`src/rtl/rr_arbiter_if.sv`:
```
// Handshake bundle between requesters and the round-robin arbiter.
// The arbiter uses the slave modport; the requester side uses master.
interface rr_arbiter_if #(
  parameter int N     = 8,
  parameter int IDX_W = 3
);
  logic [N-1:0]     req;
  logic             done;
  logic [N-1:0]     grant;
  logic [IDX_W-1:0] grant_idx;
  logic             grant_valid;
  logic             empty;
  logic             timeout;

  modport master (
    output req, done,
    input  grant, grant_idx, grant_valid, empty, timeout
  );

  modport slave (
    input  req, done,
    output grant, grant_idx, grant_valid, empty, timeout
  );
endinterface

```
`src/rtl/rr_arbiter.sv`:
```
// Round-robin arbiter: registered one-hot grant plus binary index, held until
// done, request drop or hold timeout, with one idle bubble between grants.
//
// state   | meaning
// S_IDLE  | no owner; arbitrate req descending from ptr each cycle
// S_GRANT | owner idx_q holds the resource until a release condition
module rr_arbiter #(
  parameter int N        = 8,
  parameter int IDX_W    = 3,
  parameter int MAX_HOLD = 16
) (
  input  logic         clk,
  input  logic         rst_n,
  rr_arbiter_if.slave  bus
);

  typedef enum logic {S_IDLE, S_GRANT} state_t;

  state_t           state_q, state_d;
  logic [N-1:0]     grant_q, grant_d;
  logic [IDX_W-1:0] idx_q, idx_d;
  logic [IDX_W-1:0] ptr_q, ptr_d;
  logic [7:0]       hold_q, hold_d;
  logic             empty_q, empty_d;
  logic             timeout_q, timeout_d;

  logic             win_vld;
  logic [IDX_W-1:0] win_idx;
  logic [IDX_W-1:0] cand;
  logic             own_req;
  logic             at_limit;
  logic             release_now;

  // Circular descending search starting at ptr; wrap is explicit so that
  // non-power-of-two N never visits indices >= N.
  always_comb begin
    win_vld = 1'b0;
    win_idx = '0;
    cand    = ptr_q;
    for (int i = 0; i < N; i++) begin
      if (!win_vld && bus.req[cand]) begin
        win_vld = 1'b1;
        win_idx = cand;
      end
      cand = (cand == '0) ? IDX_W'(N - 1) : cand - IDX_W'(1);
    end
  end

  always_comb begin
    own_req     = bus.req[idx_q];
    at_limit    = (MAX_HOLD != 0) && (hold_q == 8'(MAX_HOLD));
    release_now = bus.done || !own_req || at_limit;
  end

  always_comb begin
    state_d   = state_q;
    grant_d   = grant_q;
    idx_d     = idx_q;
    ptr_d     = ptr_q;
    hold_d    = hold_q;
    empty_d   = empty_q;
    timeout_d = 1'b0;
    unique case (state_q)
      S_IDLE: begin
        empty_d = !win_vld;
        if (win_vld) begin
          state_d          = S_GRANT;
          grant_d          = '0;
          grant_d[win_idx] = 1'b1;
          idx_d            = win_idx;
          hold_d           = 8'd1;
          ptr_d            = (win_idx == '0) ? IDX_W'(N - 1) : win_idx - IDX_W'(1);
        end
      end
      S_GRANT: begin
        if (release_now) begin
          state_d   = S_IDLE;
          grant_d   = '0;
          idx_d     = '0;
          hold_d    = 8'd0;
          // Flag only a revocation the owner did not ask for.
          timeout_d = at_limit && !bus.done && own_req;
        end else if (hold_q != 8'hFF) begin
          hold_d = hold_q + 8'd1;
        end
      end
      default: state_d = S_IDLE;
    endcase
  end

  always_ff @(posedge clk or negedge rst_n) begin
    if (!rst_n) begin
      state_q   <= S_IDLE;
      grant_q   <= '0;
      idx_q     <= '0;
      ptr_q     <= IDX_W'(N - 1);
      hold_q    <= 8'd0;
      empty_q   <= 1'b1;
      timeout_q <= 1'b0;
    end else begin
      state_q   <= state_d;
      grant_q   <= grant_d;
      idx_q     <= idx_d;
      ptr_q     <= ptr_d;
      hold_q    <= hold_d;
      empty_q   <= empty_d;
      timeout_q <= timeout_d;
    end
  end

  assign bus.grant       = grant_q;
  assign bus.grant_idx   = idx_q;
  assign bus.grant_valid = (state_q == S_GRANT);
  assign bus.empty       = empty_q;
  assign bus.timeout     = timeout_q;

endmodule

```
`src/flat_wrapper.sv`:
```
// flat-port wrapper written by rule: the top's interface ports become plain ports
module rr_arbiter_flat 
#(
  parameter int N        = 8,
  parameter int IDX_W    = 3,
  parameter int MAX_HOLD = 16
)
  (clk, rst_n, bus_req, bus_done, bus_grant, bus_grant_idx, bus_grant_valid, bus_empty, bus_timeout);
  rr_arbiter_if #(.N(N), .IDX_W(IDX_W)) bus_i ();
  input  logic clk;
  input  logic rst_n;
  input wire logic [$bits(bus_i.req)-1:0] bus_req;
  input wire logic [$bits(bus_i.done)-1:0] bus_done;
  output wire logic [$bits(bus_i.grant)-1:0] bus_grant;
  output wire logic [$bits(bus_i.grant_idx)-1:0] bus_grant_idx;
  output wire logic [$bits(bus_i.grant_valid)-1:0] bus_grant_valid;
  output wire logic [$bits(bus_i.empty)-1:0] bus_empty;
  output wire logic [$bits(bus_i.timeout)-1:0] bus_timeout;
  assign bus_i.req = bus_req;
  assign bus_i.done = bus_done;
  assign bus_grant = bus_i.grant;
  assign bus_grant_idx = bus_i.grant_idx;
  assign bus_grant_valid = bus_i.grant_valid;
  assign bus_empty = bus_i.empty;
  assign bus_timeout = bus_i.timeout;
  rr_arbiter #(.N(N), .IDX_W(IDX_W), .MAX_HOLD(MAX_HOLD)) u_core (.clk(clk), .rst_n(rst_n), .bus(bus_i));
endmodule
```
`config.mk`:
```
export PLATFORM = sky130hd
export DESIGN_NAME = rr_arbiter_flat
export DESIGN_NICKNAME = d
export VERILOG_FILES = /design/src/rtl/rr_arbiter_if.sv /design/src/rtl/rr_arbiter.sv /design/src/flat_wrapper.sv
export SDC_FILE = /design/constraint.sdc
export NUM_CORES = 1
export LEC_CHECK = 0
export CAP_MARGIN = 20
export CORE_UTILIZATION = 40
export CTS_CLUSTER_SIZE = 10
export DETAILED_ROUTE_END_ITERATION = 6
export GPL_TIMING_DRIVEN = 0
export PLACE_DENSITY_LB_ADDON = 0.2
export SYNTH_ARGS = -nofsm -noshare
export SYNTH_HDL_FRONTEND = slang
export SYNTH_SLANG_ARGS = --single-unit
```
`constraint.sdc`:
```
create_clock -name clk -period 12.98 [get_ports clk]
set_clock_uncertainty 0.05 [all_clocks]
set_input_delay 2.596 -clock clk [delete_from_list [all_inputs] [get_ports clk]]
set_output_delay 2.596 -clock clk [all_outputs]
set_load 0.005 [all_outputs]
```
---- Word-level counts from Yosys, hierarchy flattened ----
Cells that the tools add are included.
word-level totals
  output and inout port bits .............. 14
  bits in latches ......................... 0
  ROM bits ................................ 0
  bits of input ports ..................... 11
  word-level logic and storage cells ...... 125
  memories kept ........................... 0
  bits in registers ....................... 25
  bits in writable memories ............... 0
operators by class
  multipliers ............................. 0
  div/mod/pow operators ................... 0
  bitwise logic cells ..................... 1
  $lt $le $gt $ge ......................... 11
  mux-type cells .......................... 59
  equal/unequal tests ..................... 5
  add/sub/neg operators ................... 9
  shifts and indexed selects .............. 0
  reduce and logical (&&, ||, !) cells .... 33
operators with widths
  cell                   number
  $mux W3                18
  $lt A3 B4 Y1 const B   10
  $mux W8                5
  $pmux W8 S2            2
  $bmux W1 S3            9
  $logic_not A3 Y1       8
  $sub A3 B1 Y3 const B  8
  $mux W1                22
  $logic_and A1 B1 Y1    10
  $logic_not A1 Y1       10
  $add A8 B1 Y8 const B  1
  $eq A8 B5 Y1 const B   1
  $ne A8 B8 Y1 const B   1
  $pmux W3 S2            1
  $reduce_and A2 Y1      3
  $demux W1 S3           1
  $ge A3 B1 Y1 const B   1
  $ne A3 B3 Y1 const B   1
  $logic_or A1 B1 Y1     2
  $ne A2 B1 Y1 const B   1
  $ne A2 B2 Y1 const B   1
  $pmux W1 S2            1
  $not A1 Y1             1

---- Depth between registers and ports, before layout ----
Gate-level depths: netlist of run 1.
  word-level depth ........................ 30
  depth in mapped cells ................... 21
  gate-level depth less buffers ........... 20

---- Worst setup path after synthesis of run 1 ----
No wires, ideal clock.
  path kind ............................... reg2reg
  start point ............................. reg u_core.ptr_q[0]
  end point ............................... reg u_core.ptr_q[0]
  data required time ...................... 12.848 ns
  arrival ................................. 5.410 ns
  buffers on the path ..................... 2
  clock period less this slack ............ 5.542 ns
  setup slack ............................. 7.438 ns
  cell stages (with the launch flop) ...... 22
  cell sequence ........................... dfstp_2 > buf_4 > inv_1 > ha_1 > or3_4 > a211o_1 > nand2_1 > ha_1 > ha_1 > ha_1 > ha_1 > ha_1 > or3_1 > o21ai_0 > mux2_2 > a211o_1 > a21boi_0 > o2111ai_1 > a32o_1 > buf_4 > ha_1 > o31a_1
on the way
  cells in the longest elaborated chain, start to end .. 26
RTL lines
  item                                                                    line               source
  start, declared                                                         rr_arbiter.sv:22   logic [IDX_W-1:0] ptr_q, ptr_d;
  start signal, assigned                                                  rr_arbiter.sv:96   ptr_q <= IDX_W'(N - 1);
  start signal, assigned                                                  rr_arbiter.sv:104  ptr_q <= ptr_d;
  parallel branches: the longest is 26 deep, another holds $sub A3 B1 Y3  -
Parallel ways; which one is timed is not known. The select of a mux whose other input is x is not followed.
A chain may end at the register's enable or synchronous reset.

---- Worst setup path after layout of run 1 ----
Same ends and word-level chain as after synthesis.

==> flow_summary.toml, run 1 <==
[setup_path]
crit_path_max_fanout = 10
cp_cell_sequence = "buf_4 -> inv_1 -> ha_1 -> or3_4 -> a211o_1 -> nand2_1 -> ha_1 -> ha_1 -> ha_1 -> ha_1 -> ha_1 -> or3_1 -> o21ai_0 -> mux2_2 -> a211o_1 -> a21boi_0 -> o2111ai_1 -> a32o_1 -> buf_4 -> ha_1 -> o31a_1"
crit_path_frequent_cell = "ha_1"
cp.arrival_ns = 6.30
ff2ff_path_depth = 21
critPathKind = "reg2reg"
path_delay_family = "adder cells"
cp_slowest_cell = "dfstp_2"
worstSetupStartpointType = "flop"
endpoint_kind = "flop"
rr_startpoint = "u_core.ptr_q[0]"
cp_num_buf_inv = 3
rr_endpoint = "u_core.ptr_q[0]"
worst_ep_required_time_ns = 13.14
rrSetupSlack_ns = 6.84
max_stage_delay_ns = 0.57

[sta]
fmax_mhz = 163
hold_viol = 0
rsz0062_at_grt = "false"
tightestPinTransition_ns = 0.741
maxSlewHeadroom = 0.492
finalMaxSlewViolations = 0
tns_ns = 0
finalCritPeriodShare = 0.473
layout_min_cycle_time_ns = 6.14
finalSetupViolCount = 0

[die]
io_pins = 25
die_h_um = 80.6
dieArea_um2 = 6490
rows = 28
start_util = 0.417
coreArea_um2 = 5920
die-width_um = 80.6

[synth]
synth_ff_type = "dfrtp_1"
synth.top_cell.area_share = 0.213
synth_area_leaders = "dfrtp_1, mux4_2, mux2i_1, ha_1, nand2_1"
synth_edf_count = 0
netlist_instances = 259
syn_area_per_cell_um2 = 9.53
async_flop_share = 1.00
yosys.area.top_type = "dfrtp_1"
ys_types = 63
synth_fp_nets = 285
synth-seq-cells = 25
ys_warn_count = 0
ys_seq_area_frac = 0.255
synth_area_um2 = 2470

[place]
place_area_um2 = 2830
post-dp-hpwl_mm = 4.62
gp_congestion = 0.872
dp.cells = 359
io_buffers = 24

[cts]
ctsLongestPathBuffers = 2
clk_pin_slew_ns = 0.09
ctsResizeCount = 0
cts-root-buf = "clkbuf_8"
post_cts_buffers = 0
numCtsBuffers = 3
clk_latency_ns = 0.27
htree_levels = 1
clock-sinks = 25
cts_hold_buf = 0
cts_tree = "yes"

[global_route]
grt_overflow = 0
grt_pass1_vias = 1971
grt_max_degree = 21
grt_antenna_before_repair = 0
grt.total_usage = 0.196
grt_pass1_wl_mm = 9.94

[layout]
areaGrowthSynthToFinish_pct = 16.6
nets = 315
fin_area_um2 = 2880
layoutNonFillerInstCount = 363
antenna_cells = 0
drive_gt1_frac = 0.198
finish.utilization = 0.486

[route]
routed_via_density = 5.75
drt_iter0_drc = 153
wirelength_mm = 5.99
vias = 2087
drc = 0
dr.pass1.iters = 4
wire_per_inst_um = 16.5
final_antenna_net_count = 0

[hold_path]
min_delay_path_depth = 2
min-delay-path-class = "reg2reg"
hold_end = "u_core.bus.grant[4]"
worstHoldStart = "u_core.bus.grant[4]"

[flow_run]
drv_cap = 0

[outcome]
status = "complete, no violations"
[cell usage in the layout (no fill, tap or decap), types with 3 or more instances in the layout]
| cell type | n |
|---|---|
| mux4_2 | 9 |
| o211ai_1 | 3 |
| buf_2 | 3 |
| and3_1 | 7 |
| nor3_1 | 3 |
| a21oi_1 | 9 |
| nor2_1 | 11 |
| a211oi_1 | 4 |
| mux2_2 | 5 |
| buf_6 | 3 |
| and2_1 | 3 |
| a32o_1 | 5 |
| nand3_1 | 5 |
| o21ai_0 | 19 |
| dfstp_2 | 4 |
| dfrtp_1 | 21 |
| clkbuf_8 | 3 |
| mux2i_1 | 20 |
| clkdlybuf4s50_1 | 24 |
| buf_4 | 3 |
| o21ai_1 | 5 |
| inv_1 | 11 |
| ha_1 | 15 |
| nand2_1 | 30 |
| nand2b_1 | 7 |
[tightest hold or removal path, delay by kind of cell (launching register included)]
kind	cells	cell delay [ns]
AO/OA/AOI/OAI	1	0.05
AND/OR/NAND/NOR	1	0.06
flip-flops	1	0.36
[Yosys cell counts, drive strengths merged (2+ instances only)]
| cell | count |
|---|---|
| a211oi | 4 |
| mux4 | 9 |
| and3 | 8 |
| a21oi | 10 |
| mux2i | 21 |
| nand4 | 2 |
| nor2 | 12 |
| ha | 15 |
| dfrtp | 21 |
| clkbuf | 2 |
| nor2b | 2 |
| o41ai | 2 |
| a211o | 2 |
| nand2b | 9 |
| nor3b | 2 |
| or3 | 3 |
| mux2 | 5 |
| buf | 11 |
| dfstp | 4 |
| o31ai | 4 |
| nor4b | 3 |
| a32o | 5 |
| and2 | 4 |
| nand2 | 30 |
| nor4bb | 2 |
| a31oi | 2 |
| o22ai | 2 |
| o21ai | 26 |
| nor3 | 3 |
| nand3 | 5 |
| o211ai | 3 |
| inv | 13 |
[layout make-up]
class	count	area, um^2
inverter	13	48.8
timing repair buffer	25	268
fill	555	3040
clock buffer	3	41.3
multi-input combinational	208	1700
tap	75	93.8
buffer	13	86.3
sequential	25	631
clock inverter	1	7.51
[state kept, by name (all words and copies together), names as in the netlist]
name / cells
u_core.bus.grant_idx: 3
u_core.bus.grant: 8
u_core.ptr_q: 3
u_core.hold_q: 8
u_core.bus.empty: 1
u_core.bus.grant_valid: 1
u_core.bus.timeout: 1
[how the worst max path moves through the flow]
stage	cells past startpoint	end	startpoint
global placement	21	u_core.ptr_q[0]	u_core.ptr_q[0]
finish	21	u_core.ptr_q[0]	u_core.ptr_q[0]
CTS	21	u_core.ptr_q[0]	u_core.ptr_q[0]
global route	21	u_core.ptr_q[0]	u_core.ptr_q[0]
floorplan	21	u_core.ptr_q[0]	u_core.ptr_q[0]
detailed placement	21	u_core.ptr_q[0]	u_core.ptr_q[0]
[per-layer routing]
layer | up-vias | GRT usage | wire, um
li1 | 1026 | - | -
met1 | 1016 | 0.290 | 2970
met2 | 43 | 0.310 | 2720
met3 | 2 | 0.0295 | 273
met4 | 0 | 0.0161 | 19
met5 | - | 0 | 0
[metrics by stage]
stage	hold WS [ns]	setup WS (ns)
floorplan	0.418	7.44
global placement	0.415	6.95
detailed placement	0.424	6.87
CTS	0.447	6.83
global route	0.473	6.48
finish	0.437	6.84
[logic make-up (layout without fill, tap and decap cells)]
| group | after synthesis | after routing | synth area share |
|---|---|---|---|
| adder cells (fa/ha/maj) | 15 | 15 | 0.0760 |
| multiplexers | 35 | 35 | 0.192 |
| flip-flops | 25 | 25 | 0.255 |
| AO/OA/AOI/OAI | 69 | 69 | 0.213 |
| buffers and inverters | 26 | 55 | 0.0547 |
| AND/OR/NAND/NOR | 88 | 88 | 0.206 |
| XOR/XNOR | 1 | 1 | 0.00355 |
Power of run 1 is left out: the tool's default activity adds up to more than one toggle a clock period on the data nets, which glitch-free logic cannot reach.
==> inputs of run 2 (changes only) <==
- clock period: 12.98 -> 6.2 ns (I/O delays scaled with it)
==> flow_summary.toml, run 2 (same netlist as run 1, synthesis figures left out) <==
[flow_run]
drv_cap = 0

[sta]
finalCritPeriodShare = 0.941
rsz0062_at_grt = "false"
finalMaxSlewViolations = 0
layout_min_cycle_time_ns = 5.84
tns_ns = 0
maxSlewHeadroom = 0.503
fmax_mhz = 171
tightestPinTransition_ns = 0.725
finalSetupViolCount = 0
hold_viol = 0

[route]
routed_via_density = 5.77
drc = 0
wire_per_inst_um = 16.6
dr.pass1.iters = 4
vias = 2094
final_antenna_net_count = 0
wirelength_mm = 6.04
drt_iter0_drc = 142

[setup_path]
max_stage_delay_ns = 0.57
crit_path_max_fanout = 10
critPathKind = "reg2reg"
path_delay_family = "adder cells"
cp_num_buf_inv = 3
worst_ep_required_time_ns = 6.36
crit_path_frequent_cell = "ha_1"
endpoint_kind = "flop"
worstSetupStartpointType = "flop"
cp_slowest_cell = "dfstp_2"
cp_cell_sequence = "buf_4 -> inv_1 -> ha_2 -> or3_4 -> a211o_1 -> nand2_1 -> ha_1 -> ha_2 -> ha_1 -> ha_1 -> ha_4 -> or3_1 -> o21ai_0 -> mux2_2 -> a211o_1 -> a21boi_1 -> o2111ai_1 -> a32o_1 -> buf_4 -> ha_1 -> o31a_1"
cp.arrival_ns = 6.00

[place]
dp.cells = 359
io_buffers = 24
gp_congestion = 0.872
post-dp-hpwl_mm = 4.62

[global_route]
grt_pass1_vias = 1971
grt_pass1_wl_mm = 9.94
grt_max_degree = 21
grt_overflow = 0
grt_antenna_before_repair = 0
grt.total_usage = 0.196

[layout]
layoutNonFillerInstCount = 363
nets = 315
final_common_cell = "nand2_1"
nFillCells = 552
multi_input_area_um2 = 1720
areaGrowthSynthToFinish_pct = 17.4
register_area_um2 = 631
layout_common_cells = "nand2_1, clkdlybuf4s50_1, dfrtp_1, mux2i_1, o21ai_0"
drive_gt1_frac = 0.212
antenna_cells = 0

[cts]
clk_latency_ns = 0.27
htree_levels = 1
cts-root-buf = "clkbuf_8"
clk_pin_slew_ns = 0.10
post_cts_buffers = 0
ctsResizeCount = 0
clock-sinks = 25
cts_tree = "yes"
ctsLongestPathBuffers = 2
numCtsBuffers = 3
cts_hold_buf = 0

[die]
start_util = 0.417
dieArea_um2 = 6490
die_h_um = 80.6
io_pins = 25
rows = 28
die-width_um = 80.6
coreArea_um2 = 5920

[hold_path]
min-delay-path-class = "reg2reg"

[outcome]
status = "complete, no violations"
-- run 2: cell counts in the layout (fill, tap and decap cells not counted) --
Identical to the previous run, type by type.
-- run 2: final timing paths --
check | from | end | slack [ns] | cells past startpoint
setup / recovery | u_core.ptr_q[0] | u_core.ptr_q[0] | 0.36 | 21
hold / removal | u_core.bus.grant[4] | u_core.bus.grant[4] | 0.44 | 2
setup reg to reg | u_core.ptr_q[0] | u_core.ptr_q[0] | 0.36 | 21
hold reg to reg | u_core.bus.grant[4] | u_core.bus.grant[4] | 0.44 | 2
max in group asynchronous | rst_n | u_core.ptr_q[2] | 4.41 | 2
min in group asynchronous | rst_n | u_core.hold_q[6] | 1.19 | 1
-- run 2: metal layers --
metal  share of wire  vias up  track usage
met5               0        -            0
met4          0.0013        0       0.0161
met2            0.45       49        0.310
met3           0.044        2       0.0295
met1            0.50     1014        0.290
li1                -     1029            -
-- run 2: area by class of cell --
type / count / share of cell area
sequential: 25 / 0.218
inverter: 13 / 0.0168
clock inverter: 1 / 0.00259
multi-input combinational: 208 / 0.594
tap: 75 / 0.0324
clock buffer: 3 / 0.0142
timing repair buffer: 25 / 0.0924
buffer: 13 / 0.0298
-- run 2: worst reg2reg max path: stages (launching register included) --
cell       delay (ns)
dfstp_2          0.57
buf_4            0.18
inv_1            0.12
ha_2             0.25
or3_4            0.40
a211o_1          0.36
nand2_1          0.10
ha_1             0.25
ha_2             0.35
ha_1             0.34
ha_1             0.39
ha_4             0.34
or3_1            0.10
o21ai_0          0.08
mux2_2           0.30
a211o_1          0.30
a21boi_1         0.17
o2111ai_1        0.15
a32o_1           0.30
buf_4            0.18
ha_1             0.19
o31a_1           0.30
-- run 2: per-stage QoR --
| stage | instance area (um^2) | hold WS [ns] | setup WS (ns) | utilization |
|---|---|---|---|---|
| after detailed placement | 2830 | 0.424 | 0.0919 | 0.478 |
| after floorplan | 2470 | 0.418 | 0.658 | - |
| final | 2900 | 0.436 | 0.364 | 0.490 |
| after global placement | 2800 | 0.415 | 0.167 | 0.473 |
| after global routing | 2900 | 0.473 | 0.0198 | 0.490 |
| after CTS | 2880 | 0.447 | 0.0499 | 0.486 |
Power of run 2 is left out for the same reason.
==> patch (settings of run 2) <==
Take the reset off `hold_q` and load it in a clocked block of its own.
--- a/src/rtl/rr_arbiter.sv
+++ b/src/rtl/rr_arbiter.sv
@@ -94,7 +94,6 @@
       grant_q   <= '0;
       idx_q     <= '0;
       ptr_q     <= IDX_W'(N - 1);
-      hold_q    <= 8'd0;
       empty_q   <= 1'b1;
       timeout_q <= 1'b0;
     end else begin
@@ -102,10 +101,13 @@
       grant_q   <= grant_d;
       idx_q     <= idx_d;
       ptr_q     <= ptr_d;
-      hold_q    <= hold_d;
       empty_q   <= empty_d;
       timeout_q <= timeout_d;
     end
+  end
+
+  always_ff @(posedge clk) begin
+    hold_q <= hold_d;
   end
 
   assign bus.grant       = grant_q;
Function: same outputs for any inputs over 10 cycles, from zero or initial values and one cycle with rst_n low; that may be too few to reach the edited logic, so the function may still have changed.
==> patch against run 2 <==
Via count is 0.62% lower; routed wire length increased by 2.9%; setup slack better by 0.034 ns; sequential cell count stayed put; area after synthesis grew 1.5%; first-iteration DRC count grew 2.1%; critical path depth is the same; utilization is 0.70 points lower; cell area shrank 0.26%; non-clock buffer count fell by 5.
Power is not shown: default switching activity piles up to over one toggle a cycle in this logic, so the estimate is an artifact.
==> patch: results (changes against run 2) <==
outcome: "completed"
grtUsageTotal_pct: 20.6  # +0.98 points
cts.clk_slew.worst_paths_ns: 0.08  # -0.02 ns
grt_max_degree: 18  # -14%
dr_total_vias: 2081  # -0.62%
cp.arrival_ns: 5.95  # -0.05 ns
fin_nets: 303  # -3.8%
grt_pass1_wl_microns: 10300  # +3.5%
port_buffers: 23  # -4.2%
ys_seq_area_share_pct: 26.8  # +1.2 points
rrSetupSlack_ns: 0.40  # +0.03 ns
hold_start: "u_core.bus.grant[2]"
wl_per_cell_microns: 17.7  # +6.4%
synthArstFlopShare_pct: 68.0  # -32 points
dr.first_iter.drc_count: 145  # +2.1%
synthTopCellsByCount: "mux2i_1, ha_1, nand2_1, nor2_1"
dpl.hpwl_microns: 4760  # +3.1%
synth_compound_area_share_pct: 20.7  # -0.62 points
yosysMostFrequentCell: "mux2i_1"
finalWeightedCongestion: 0.892  # +2.3%
synth_area_leaders: "dfrtp_1, edfxtp_1, mux4_2"
whs_path_depth: 1  # -1
grt_pass1_vias: 2039  # +3.5%
r2r-end: "u_core.ptr_q[2]"
whs_endpoint: "u_core.bus.grant[2]"
yosys-mux-area-fraction_pct: 18.8  # -0.34 points
worst_slew_pin_slew_ns: 0.899  # +0.174 ns
layout-drive-gt1-share_pct: 21.4  # +0.20 points
-- patch: timing repair --
item	4_1_cts	5_1_grt
gates resized for setup	0	4
hold endpoints to repair	0	0
setup endpoints to repair	0	22
buffers inserted	0	0
-- patch: logic make-up (layout without fill, tap and decap cells) --
kind of cell / after synthesis / in the layout
and+or+nand+nor: 80 / 80
AOI/OAI and AO/OA: 64 / 64
muxes: 32 / 32
buffers and inverters: 27 / 54
DFF: 25 / 25
adders and majority gates: 15 / 15
xor gates and xnor gates: 6 / 6
-- patch: routing by layer --
layer  track usage (%)  wire (microns)  share of wire (%)
met1              28.6            2880                 46
met2              34.2            2830                 46
met3              1.12             399                6.4
met4              6.79             110                1.8
met5                 0               0                  0
-- patch: final cells by class --
| cell class | instances | area (sq um) |
|---|---|---|
| multi-input combinational | 197 | 1710 |
| clock buffer | 4 | 45.0 |
| fill | 557 | 3100 |
| buffer | 10 | 68.8 |
| inverter | 17 | 70.1 |
| tap | 75 | 93.8 |
| sequential | 25 | 671 |
| timing repair buffer | 23 | 230 |
-- patch: metrics by stage --
stage / util (%) / worst slack [ns] / cells / instance area, sq um / hold slack, ns
6_report: 48.3 / 0.397 / 351 / 2890 / 0.452
2_1_floorplan: - / 0.864 / 249 / 2510 / 0.439
3_5_place_dp: 47.2 / 0.0210 / 347 / 2830 / 0.433
5_1_grt: 48.3 / 0.0634 / 351 / 2890 / 0.480
3_3_place_gp: 47.2 / 0.150 / 347 / 2830 / 0.437
4_1_cts: 48.0 / 0.00226 / 351 / 2880 / 0.458
